==> src/rtl/kernel_seq_pkg.sv <==
// kernel_seq_pkg: shared state encoding and accelerator register map for the kernel load sequencer
package kernel_seq_pkg;
    typedef enum logic [2:0] {IDLE, LOAD, COMMIT, WAIT_DONE, DRAIN, RELEASE, WAIT_REL} state_t;
    localparam logic [2:0] LOAD_REG = 3'h3;
    localparam logic [2:0] READ_REG = 3'h4;
    localparam int DATA_W = 16;
endpackage

==> src/rtl/kernel_seq_timer.sv <==
// kernel_seq_timer: saturating wait counter; expired holds once TIMEOUT cycles have been counted
module kernel_seq_timer #(
    parameter int TIMEOUT = 1023
) (
    input  logic clk,
    input  logic reset,
    input  logic clr,
    input  logic en,
    output logic expired
);
    localparam int TW = $clog2(TIMEOUT + 1);
    localparam logic [TW-1:0] MAX = TW'(TIMEOUT);
    logic [TW-1:0] cnt_q, cnt_d;
    // next count: clear wins, otherwise count up and stick at MAX
    always_comb cnt_d = clr ? '0 : (en && cnt_q != MAX) ? cnt_q + 1'b1 : cnt_q;
    // timer register
    always_ff @(posedge clk) cnt_q <= reset ? '0 : cnt_d;
    assign expired = cnt_q == MAX;
endmodule

==> src/rtl/kernel_load_sequencer.sv <==
// kernel_load_sequencer: streams WORDS source words into the accelerator, commits, then drains results to SRAM
module kernel_load_sequencer #(
    parameter int WORDS = 25,
    parameter int ADDR_BITS = 5,
    parameter int DATA_W = kernel_seq_pkg::DATA_W,
    parameter logic [2:0] LOAD_REG = kernel_seq_pkg::LOAD_REG,
    parameter logic [2:0] READ_REG = kernel_seq_pkg::READ_REG,
    parameter int TIMEOUT = 1023
) (
    input  logic                 clk,
    input  logic                 reset,
    input  logic                 start,
    input  logic                 abort,
    output logic                 busy,
    output logic                 complete,
    output logic                 error,
    output logic                 src_rd,
    output logic [ADDR_BITS-1:0] src_addr,
    input  logic [DATA_W-1:0]    src_rdata,
    output logic                 dst_we,
    output logic [ADDR_BITS-1:0] dst_addr,
    output logic [DATA_W-1:0]    dst_wdata,
    output logic                 acc_chipselect,
    output logic [2:0]           acc_address,
    output logic                 acc_write,
    output logic                 acc_read,
    output logic [DATA_W-1:0]    acc_writedata,
    input  logic [DATA_W-1:0]    acc_readdata,
    input  logic                 acc_done
);
    import kernel_seq_pkg::*;
    localparam logic [ADDR_BITS-1:0] LAST = ADDR_BITS'(WORDS - 1);
    state_t state_q, state_d;
    logic [ADDR_BITS-1:0] cnt_q, cnt_d, src_addr_q, src_addr_d, dst_addr_q, dst_addr_d;
    logic [2:0] acc_address_q, acc_address_d;
    logic src_rd_q, src_rd_d, dst_we_q, dst_we_d, acc_write_q, acc_write_d, acc_read_q, acc_read_d;
    logic complete_q, complete_d, error_q, error_d;
    logic waiting, expired;
    assign waiting = state_q == WAIT_DONE || state_q == WAIT_REL;
    kernel_seq_timer #(.TIMEOUT(TIMEOUT)) u_timer (
        .clk(clk), .reset(reset), .clr(!waiting), .en(waiting), .expired(expired)
    );
    // next state and next-cycle strobes; a read strobed this cycle yields its write next cycle
    always_comb begin
        state_d = state_q;
        cnt_d = cnt_q;
        src_rd_d = 1'b0;
        src_addr_d = '0;
        dst_we_d = 1'b0;
        dst_addr_d = '0;
        acc_write_d = 1'b0;
        acc_read_d = 1'b0;
        acc_address_d = 3'h0;
        complete_d = 1'b0;
        error_d = 1'b0;
        if (abort) begin
            state_d = IDLE;
            cnt_d = '0;
        end else begin
            case (state_q)
                IDLE: if (start) begin
                    state_d = LOAD;
                    cnt_d = '0;
                    src_rd_d = 1'b1;
                end
                LOAD: begin
                    acc_write_d = 1'b1;
                    acc_address_d = LOAD_REG;
                    if (!src_rd_q) state_d = COMMIT;
                    else if (cnt_q != LAST) begin
                        cnt_d = cnt_q + 1'b1;
                        src_rd_d = 1'b1;
                        src_addr_d = cnt_q + 1'b1;
                    end
                end
                COMMIT: state_d = WAIT_DONE;
                WAIT_DONE: if (acc_done) begin
                    state_d = DRAIN;
                    cnt_d = '0;
                    acc_read_d = 1'b1;
                    acc_address_d = READ_REG;
                end else if (expired) begin
                    state_d = IDLE;
                    complete_d = 1'b1;
                    error_d = 1'b1;
                end
                DRAIN: if (!acc_read_q) begin
                    state_d = RELEASE;
                    acc_read_d = 1'b1;
                    acc_address_d = READ_REG;
                end else begin
                    dst_we_d = 1'b1;
                    dst_addr_d = cnt_q;
                    if (cnt_q != LAST) begin
                        cnt_d = cnt_q + 1'b1;
                        acc_read_d = 1'b1;
                        acc_address_d = READ_REG;
                    end
                end
                RELEASE: state_d = WAIT_REL;
                WAIT_REL: if (!acc_done || expired) begin
                    state_d = IDLE;
                    complete_d = 1'b1;
                    error_d = acc_done;
                end
                default: state_d = IDLE;
            endcase
        end
    end
    // state, counter and registered outputs
    always_ff @(posedge clk) begin
        if (reset) begin
            state_q <= IDLE;
            cnt_q <= '0;
            src_rd_q <= 1'b0;
            src_addr_q <= '0;
            dst_we_q <= 1'b0;
            dst_addr_q <= '0;
            acc_write_q <= 1'b0;
            acc_read_q <= 1'b0;
            acc_address_q <= 3'h0;
            complete_q <= 1'b0;
            error_q <= 1'b0;
        end else begin
            state_q <= state_d;
            cnt_q <= cnt_d;
            src_rd_q <= src_rd_d;
            src_addr_q <= src_addr_d;
            dst_we_q <= dst_we_d;
            dst_addr_q <= dst_addr_d;
            acc_write_q <= acc_write_d;
            acc_read_q <= acc_read_d;
            acc_address_q <= acc_address_d;
            complete_q <= complete_d;
            error_q <= error_d;
        end
    end
    assign busy = state_q != IDLE;
    assign complete = complete_q;
    assign error = error_q;
    assign src_rd = src_rd_q;
    assign src_addr = src_addr_q;
    assign dst_we = dst_we_q;
    assign dst_addr = dst_addr_q;
    assign dst_wdata = dst_we_q ? acc_readdata : '0;
    assign acc_write = acc_write_q;
    assign acc_read = acc_read_q;
    assign acc_address = acc_address_q;
    assign acc_chipselect = acc_write_q | acc_read_q;
    assign acc_writedata = (acc_write_q && state_q == LOAD) ? src_rdata : '0;
endmodule

==> config.mk <==
export PLATFORM = sky130hd
export DESIGN_NAME = kernel_load_sequencer
export DESIGN_NICKNAME = d
export VERILOG_FILES = /design/src/rtl/kernel_seq_pkg.sv /design/src/rtl/kernel_seq_timer.sv /design/src/rtl/kernel_load_sequencer.sv
export SDC_FILE = /design/constraint.sdc
export NUM_CORES = 1
export LEC_CHECK = 0
export CORE_MARGIN = 5
export CORE_UTILIZATION = 45
export CTS_CLUSTER_DIAMETER = 80
export DETAILED_ROUTE_END_ITERATION = 6
export DONT_BUFFER_PORTS = 1
export GPL_TIMING_DRIVEN = 0
export HOLD_SLACK_MARGIN = 0.08
export PLACE_DENSITY = 0.72
export SYNTH_ARGS = -nofsm -noshare
export SYNTH_HDL_FRONTEND = slang
export SYNTH_SLANG_ARGS = --single-unit
==> constraint.sdc <==
create_clock -name clk -period 1.6 [get_ports clk]
set_clock_uncertainty 0.15 [all_clocks]
set_input_delay 0.08 -clock clk [delete_from_list [all_inputs] [get_ports clk]]
set_output_delay 0.08 -clock clk [all_outputs]
set_load 0.1 [all_outputs]
==> PnR_summary.wiki, run 1 <==
{| class="wikitable"
! Metric !! Value
|-
| Run status || finished, violations left
|-
| Failing checks || negative setup slack
|-
| Die width || 73.5 µm
|-
| Worst Tran Pin Value || 967 ps
|-
| Crit path max fanout || 6
|-
| Clock H-tree levels || 2
|-
| Sequential area share after synthesis || between 30% and 40%
|-
| Distinct cells, synth || 49
|-
| Number of storage elements in the synthesis netlist || 36
|-
| Count of endpoints failing hold in the final timing report || 0
|-
| Total power density per cell area || approximately 620 nW/µm²
|-
| Leading cell type in the layout, fill and taps excluded || and2_4
|-
| Crit start category || flop
|-
| Worst-case hold slack || 229 ps
|-
| Warnings, synthesis || 0
|-
| Total gr overflow || 0
|-
| Total vias in the final route || roughly 1900
|-
| Worst setup path category || reg2out
|-
| Number of clock sinks || 36
|-
| Area of the core || a little under 4000 µm²
|-
| Number of global-route vias before repair || approximately 1700
|-
| Post-detailed-route DRC marker count || 0
|-
| Dpl hpwl || 3480 µm
|-
| Average instance area after synthesis || approximately 8.3 µm²
|-
| Insertion delay of the later-clocked pin in the worst-skew pair || 300 ps
|-
| Post-synthesis cell type with the largest combined area || dfxtp_1
|-
| Share of the cycle needed by the critical path after routing || 124%
|-
| Total standard cell area after synthesis || approximately 1800 µm²
|-
| Ys async rst share || 0%
|-
| Die area || 5390 µm²
|-
| Relative slew slack || 35.4%
|-
| Part of the total power dissipated in the clock network || 38.3%
|-
| First-pass GRT wire length || 8440 µm
|-
| Worst path cell trace || nor3b_4 -> clkbuf_8 -> and2_4
|-
| Maximum clock frequency || 504 MHz
|-
| Portion of total power attributed to sequential cells || 51.5%
|-
| Setup repair after global routing missed its margin || true
|-
| Data arrival time of the worst path || 1750 ps
|-
| Number of primary I/O pins || 90
|-
| Final WL || 6260 µm
|-
| Critical Path Sink Type || output pin
|-
| Setup WS post-layout || -385 ps
|-
| Dpl ws || -276 ps
|-
| Count of input and output buffers || 0
|-
| Clock tree root buffer cell || clkbuf_8
|-
| Row count || 23
|-
| Detailed-route wire length per cell || 19.7 µm
|-
| Req. time, crit path || approximately 1400 ps
|-
| Sw Share || 26.3%
|-
| Number of flops mapped to enable cells by yosys || 0
|-
| Antenna Violating Nets Remaining || 0
|-
| Worst-path clk slew || 70 ps
|-
| Overall global routing resource usage || about a fifth
|-
| Largest net degree at the start of global routing || 12
|-
| Number of antenna violations at the first check in global routing || 0
|-
| Post-synthesis cell count || 219
|-
| Max Transition Viols Final || 0
|-
| Type of the tightest min-delay check || in2out
|-
| Power Internal || 1.31 mW
|-
| Post-Syn Nets || around 260
|-
| Area growth from synthesis to layout || 58.4%
|-
| Fin nets || 307
|-
| Num CTS Buffers || 5
|-
| Share of final-layout standard cells stronger than drive strength 1 || a little under three fifths
|-
| Overall die height || 73.5 µm
|-
| CTS tree || yes
|-
| Count of final setup violators || 42
|-
| IR drop worst, VDD || 475 µV
|-
| Worst path slowest cell || dfxtp_4
|-
| Commonest cells after routing, fill and taps aside || 32 x and2_4, 29 x buf_4, 22 x dfxtp_1, 16 x nor2_1, 10 x buf_6
|-
| Drt first pass iters || 4
|-
| Synth area leaders || dfxtp_1 40%, and2_1 13%, nor2_1 3.9%, a21oi_1 3.3%, inv_1 2.7%
|-
| Initial Utilization || 46.0%
|-
| Number of antenna cells inserted || 0
|-
| Pleak || about 1.1 nW
|-
| Part of the power in combinational logic || 10.2%
|-
| Final critical-path required period || 1980 ps
|-
| Number of DRC violations after detailed-routing iteration 0 || 172
|-
| Area share of the largest cell type after synthesis || 39.8%
|-
| Routed via count divided by cell count || around 5.9
|-
| Delay of the slowest critical-path stage || ~540 ps
|-
| Net Switching || 0.465 mW
|-
| Last weighted congestion value of the routability-driven placer || roughly 0.85
|-
| Worst-case clock buffer depth || 2
|-
| Dominant register cell in the synthesized netlist || dfxtp_1
|-
| Number of maximum-capacitance violations || 0
|}
-- layout make-up --
cell class,count,area (µm²)
tap,50,62.6
buffer,9,104
sequential,36,758
clock buffer,6,82.6
multi-input combinational,160,1420
fill,268,1070
timing repair buffer,42,373
clock inverter,2,10.0
inverter,13,58.8
-- layer usage --
metal / GRT usage [%] / vias to the layer above / routed length (µm)
met5: 0 / - / 0
met1: 22.2 / 899 / 2250
met3: 5.75 / 21 / 582
li1: - / 856 / -
met4: 7.44 / 0 / 189
met2: 37.2 / 104 / 3230
-- path summary, 6_finish.rpt --
check	from	to	slack [ps]	depth (start not counted)
max reg2reg	state_q[0]	u_timer.cnt_q[6]	-260	6
max	acc_write	acc_writedata[13]	-380	3
min reg2reg	u_timer.cnt_q[5]	u_timer.cnt_q[5]	350	2
min	acc_readdata[2]	dst_wdata[2]	230	1
-- critical path: cells and delay by family, from the launching register on --
family / cells / cell delay (ps)
and+or+nand+nor: 2 / 700
buffers and inverters: 1 / 210
DFF: 1 / 540
-- stage by stage --
stage	instances	setup TNS, ps	utilization (%)	cell area [µm²]	power, mW
global route	318	-11620	72.8	2870	1.82
floorplan	219	-849	-	1950	1.02
CTS	306	-8140	65.8	2590	1.73
finish	318	-8680	72.8	2870	1.77
detailed placement	269	-8060	51.1	2010	1.04
global placement	269	-6850	51.1	2010	1.04
-- state kept, by name, summed over array words and instances (netlist names), 2 cells and up --
signal	cells
cnt_q	5
state_q	3
src_addr	5
dst_addr	5
u_timer.cnt_q	10
acc_address	2
-- what timing repair did --
action                                 CTS  global route
setup buffers                           23            14
hold buffers                             4             0
endpoints found under the hold margin   22             0
setup endpoints to repair               67            58
pin swaps                               32            22
cloned                                   2             0
resized for setup                       80            50
-- power groups by stage --
stage                     Sequential [mW]  Clock (mW)  Combinational (mW)
final                               0.911       0.678               0.180
after floorplan                     0.937           0              0.0855
after CTS                           0.915       0.674               0.143
after global routing                0.911       0.719               0.188
after global placement              0.938           0              0.0983
after detailed placement            0.939           0              0.0987
-- logic make-up after synthesis --
logic type / count (synthesis) / share of synthesized area (%)
compound gates: 40 / 14.4
xor+xnor: 5 / 2.42
fa+ha+maj: 3 / 2.07
buf+inv: 23 / 5.18
flops: 36 / 39.8
mux: 3 / 1.66
simple gates: 109 / 34.5
-- synthesized netlist by cell type (2+ instances only) --
cell	instances
nand3_1	9
xnor2_1	3
nand2_1	8
a21oi_1	12
dfxtp_1	36
o21ai_0	8
mux2i_1	3
nand2b_1	6
nor3_1	7
nor2_1	19
a31oi_1	2
buf_2	2
or2_2	2
a211oi_1	2
inv_1	13
o31ai_1	4
or4_1	3
ha_1	3
or3_1	5
and2_1	37
clkbuf_1	5
xor2_1	2
nand4_1	2
Power figures use the tool's default switching activity.
==> run 2: changes to the inputs <==
- CORE_MARGIN: 5 -> 2
- SKIP_LAST_GASP: not set -> 1
==> run 2 against run 1 <==
Compared with the run above: the flow still finishes with violations (negative setup slack); fmax barely moved; register-to-register slack got worse by 120 ps; largest cell class unchanged; worst hold slack got worse by 5.0 ps.
==> PnR_summary.wiki, run 2 (same netlist as run 1, synthesis figures left out) <==
{| class="wikitable"
! Metric !! Value
|-
| Overall global routing resource usage || 23.7% (was 20.4%)
|-
| Worst Tran Pin Value || 972 ps (was 967 ps)
|-
| Number of maximum-capacitance violations || 0 (unchanged)
|-
| Crit path max fanout || 10 (was 6)
|-
| Worst path cell trace || buf_4 -> clkinvlp_4 -> or3_4 -> or4_4 -> a21oi_2 (was nor3b_4 -> clkbuf_8 -> and2_4)
|-
| Worst path slowest cell || or4_4 (was dfxtp_4)
|-
| Area growth from synthesis to layout || 53.4% (was 58.4%)
|-
| Dpl ws || -289 ps (was -276 ps)
|-
| Relative slew slack || 35.1% (was 35.4%)
|-
| Initial Utilization || 46.0% (unchanged)
|-
| Delay of the slowest critical-path stage || 530 ps (was 540 ps)
|-
| Number of primary I/O pins || 90 (unchanged)
|-
| Worst-case hold slack || 224 ps (was 229 ps)
|-
| Die area || 4550 µm² (was 5390 µm²)
|-
| Largest net degree at the start of global routing || 12 (unchanged)
|-
| Startpoint of the worst-slack reg-to-reg timing path || state_q[1] (was state_q[0])
|-
| Total power density per cell area || 692 nW/µm² (was 617 nW/µm²)
|-
| Share of final-layout standard cells stronger than drive strength 1 || 52.3% (was 57.1%)
|-
| Critical Path Sink Type || flop (was output pin)
|-
| Insertion delay of the later-clocked pin in the worst-skew pair || 290 ps (was 300 ps)
|-
| Dpl hpwl || 3230 µm (was 3480 µm)
|-
| Number of cells on the worst hold path || 4 (was 1)
|-
| Type of the tightest min-delay check || in2reg (was in2out)
|-
| Total vias in the final route || 1811 (was 1880)
|-
| Setup repair after global routing missed its margin || true (unchanged)
|-
| Crit start category || flop (unchanged)
|-
| Total gr overflow || 0 (unchanged)
|-
| Setup WS post-layout || -385 ps (about the same)
|-
| Count of final setup violators || 42 (unchanged)
|-
| Final WL || 5850 µm (was 6260 µm)
|-
| Leading cell type in the layout, fill and taps excluded || and2_4 (unchanged)
|-
| First-pass GRT wire length || 8000 µm (was 8440 µm)
|-
| IR drop worst, VDD || 519 µV (was 475 µV)
|-
| Clock tree root buffer cell || clkbuf_8 (unchanged)
|-
| Final std cell area, no fill || 2780 µm² (was 2870 µm²)
|-
| Die width || 67.5 µm (was 73.5 µm)
|-
| Detailed-route wire length per cell || 18.9 µm (was 19.7 µm)
|-
| Routed via count divided by cell count || 5.84 (was 5.91)
|-
| Req. time, crit path || 1680 ps (was 1370 ps)
|-
| Data arrival time of the worst path || 2060 ps (was 1750 ps)
|-
| Number of clock sinks || 36 (unchanged)
|-
| Worst setup path category || reg2reg (was reg2out)
|-
| Count of endpoints failing hold in the final timing report || 0 (unchanged)
|-
| Flop2flop setup slack || -380 ps (was -260 ps)
|-
| Endpoint, Worst Hold || cnt_q[3] (was dst_wdata[2])
|-
| Maximum clock frequency || 504 MHz (about the same)
|-
| Row count || 23 (unchanged)
|-
| Num CTS Buffers || 5 (unchanged)
|-
| Count of input and output buffers || 0 (unchanged)
|-
| Number of antenna cells inserted || 0 (unchanged)
|-
| Flip-flop count of the largest register, all copies and words added || 10 (unchanged)
|-
| Max Transition Viols Final || 0 (unchanged)
|-
| Antenna Violating Nets Remaining || 0 (unchanged)
|-
| Commonest cells after routing, fill and taps aside || 27 x and2_4, 22 x buf_4, 22 x dfxtp_1, 18 x nor2_1 (was 32 x and2_4, 29 x buf_4, 22 x dfxtp_1, 16 x nor2_1, 10 x buf_6)
|-
| Dpl cell area || 2010 µm² (unchanged)
|-
| Area of the core || 3940 µm² (unchanged)
|-
| Worst R2R Path Depth || 5 (was 6)
|-
| Final critical-path required period || 1980 ps (about the same)
|-
| Drt first pass iters || 4 (unchanged)
|-
| CTS tree || yes (unchanged)
|-
| Fin nets || 299 (was 307)
|-
| Most flops, register || u_timer.cnt_q (unchanged)
|-
| Last weighted congestion value of the routability-driven placer || 0.865 (was 0.853)
|-
| Hold Path Origin || start (was acc_readdata[2])
|-
| Total power || 1.92 mW (was 1.77 mW)
|-
| Failing checks || negative setup slack (unchanged)
|-
| Clock H-tree levels || 2 (unchanged)
|-
| Pleak || 1.03 nW (was 1.07 nW)
|-
| Number of DRC violations after detailed-routing iteration 0 || 104 (was 172)
|-
| Endpoint of the worst-slack reg-to-reg timing path || u_timer.cnt_q[6] (unchanged)
|-
| Overall die height || 67.5 µm (was 73.5 µm)
|-
| Number of global-route vias before repair || 1702 (was 1693)
|-
| Core Util, Final || 70.5% (was 72.8%)
|-
| Worst-case clock buffer depth || 2 (unchanged)
|-
| Share of the cycle needed by the critical path after routing || 124% (about the same)
|-
| Post-detailed-route DRC marker count || 0 (unchanged)
|-
| Number of antenna violations at the first check in global routing || 0 (unchanged)
|-
| Worst-path clk slew || 70 ps (about the same)
|-
| Run status || finished, violations left (unchanged)
|}
-- run 2: worst max path at each step --
stage               cells after the start        startpoint           endpoint  slack, ps
CTS                                     3         acc_write  acc_writedata[12]       -360
floorplan                               5  u_timer.cnt_q[1]   u_timer.cnt_q[6]        -90
finish                                  5        state_q[1]   u_timer.cnt_q[6]       -380
global placement                        4  u_timer.cnt_q[4]         state_q[2]       -250
detailed placement                      4  u_timer.cnt_q[4]   u_timer.cnt_q[9]       -290
global route                            3         acc_write  acc_writedata[10]       -450
-- run 2: report_power, final --
part           leakage, nW  internal (mW)  switching [mW]
combinational        0.668         0.0707           0.107
clock               0.0588          0.502           0.328
sequential           0.300          0.890          0.0248
-- run 2: timing repair --
item | CTS | global route
setup buffers | 22 | 12
gates resized for setup | 66 | 47
pin swaps | 23 | 27
hold buffers | 4 | 0
cloned | 1 | 0
endpoints found under the setup margin | 66 | 56
hold endpoints to repair | 22 | 0
-- run 2: layer usage --
layer,wire length [µm],share of wire [%],global-route usage [%]
met5,0,0,0
met4,171,2.9,12.2
met3,430,7.4,8.17
met2,3130,54,42.0
met1,2110,36,24.6
-- run 2: per-stage QoR --
| stage | instances | setup TNS, ps |
|---|---|---|
| finish | 310 | -8990 |
| global route | 310 | -12280 |
| CTS | 303 | -8460 |
| detailed placement | 269 | -7610 |
| global placement | 269 | -6450 |
| floorplan | 219 | -849 |
-- run 2: critical path: cells and delay by family, from the launching register on --
kind | cells | cell delay (ps)
buffers and inverters | 2 | 400
DFF | 1 | 320
AOI/OAI and AO/OA | 1 | 140
and+or+nand+nor | 2 | 910
-- run 2: area by class of cell --
cell class,instances,area (µm²)
multi-input combinational,160,1370
fill,263,1160
sequential,36,758
timing repair buffer,36,342
clock buffer,6,82.6
buffer,7,72.6
tap,50,62.6
inverter,13,58.8
clock inverter,2,33.8
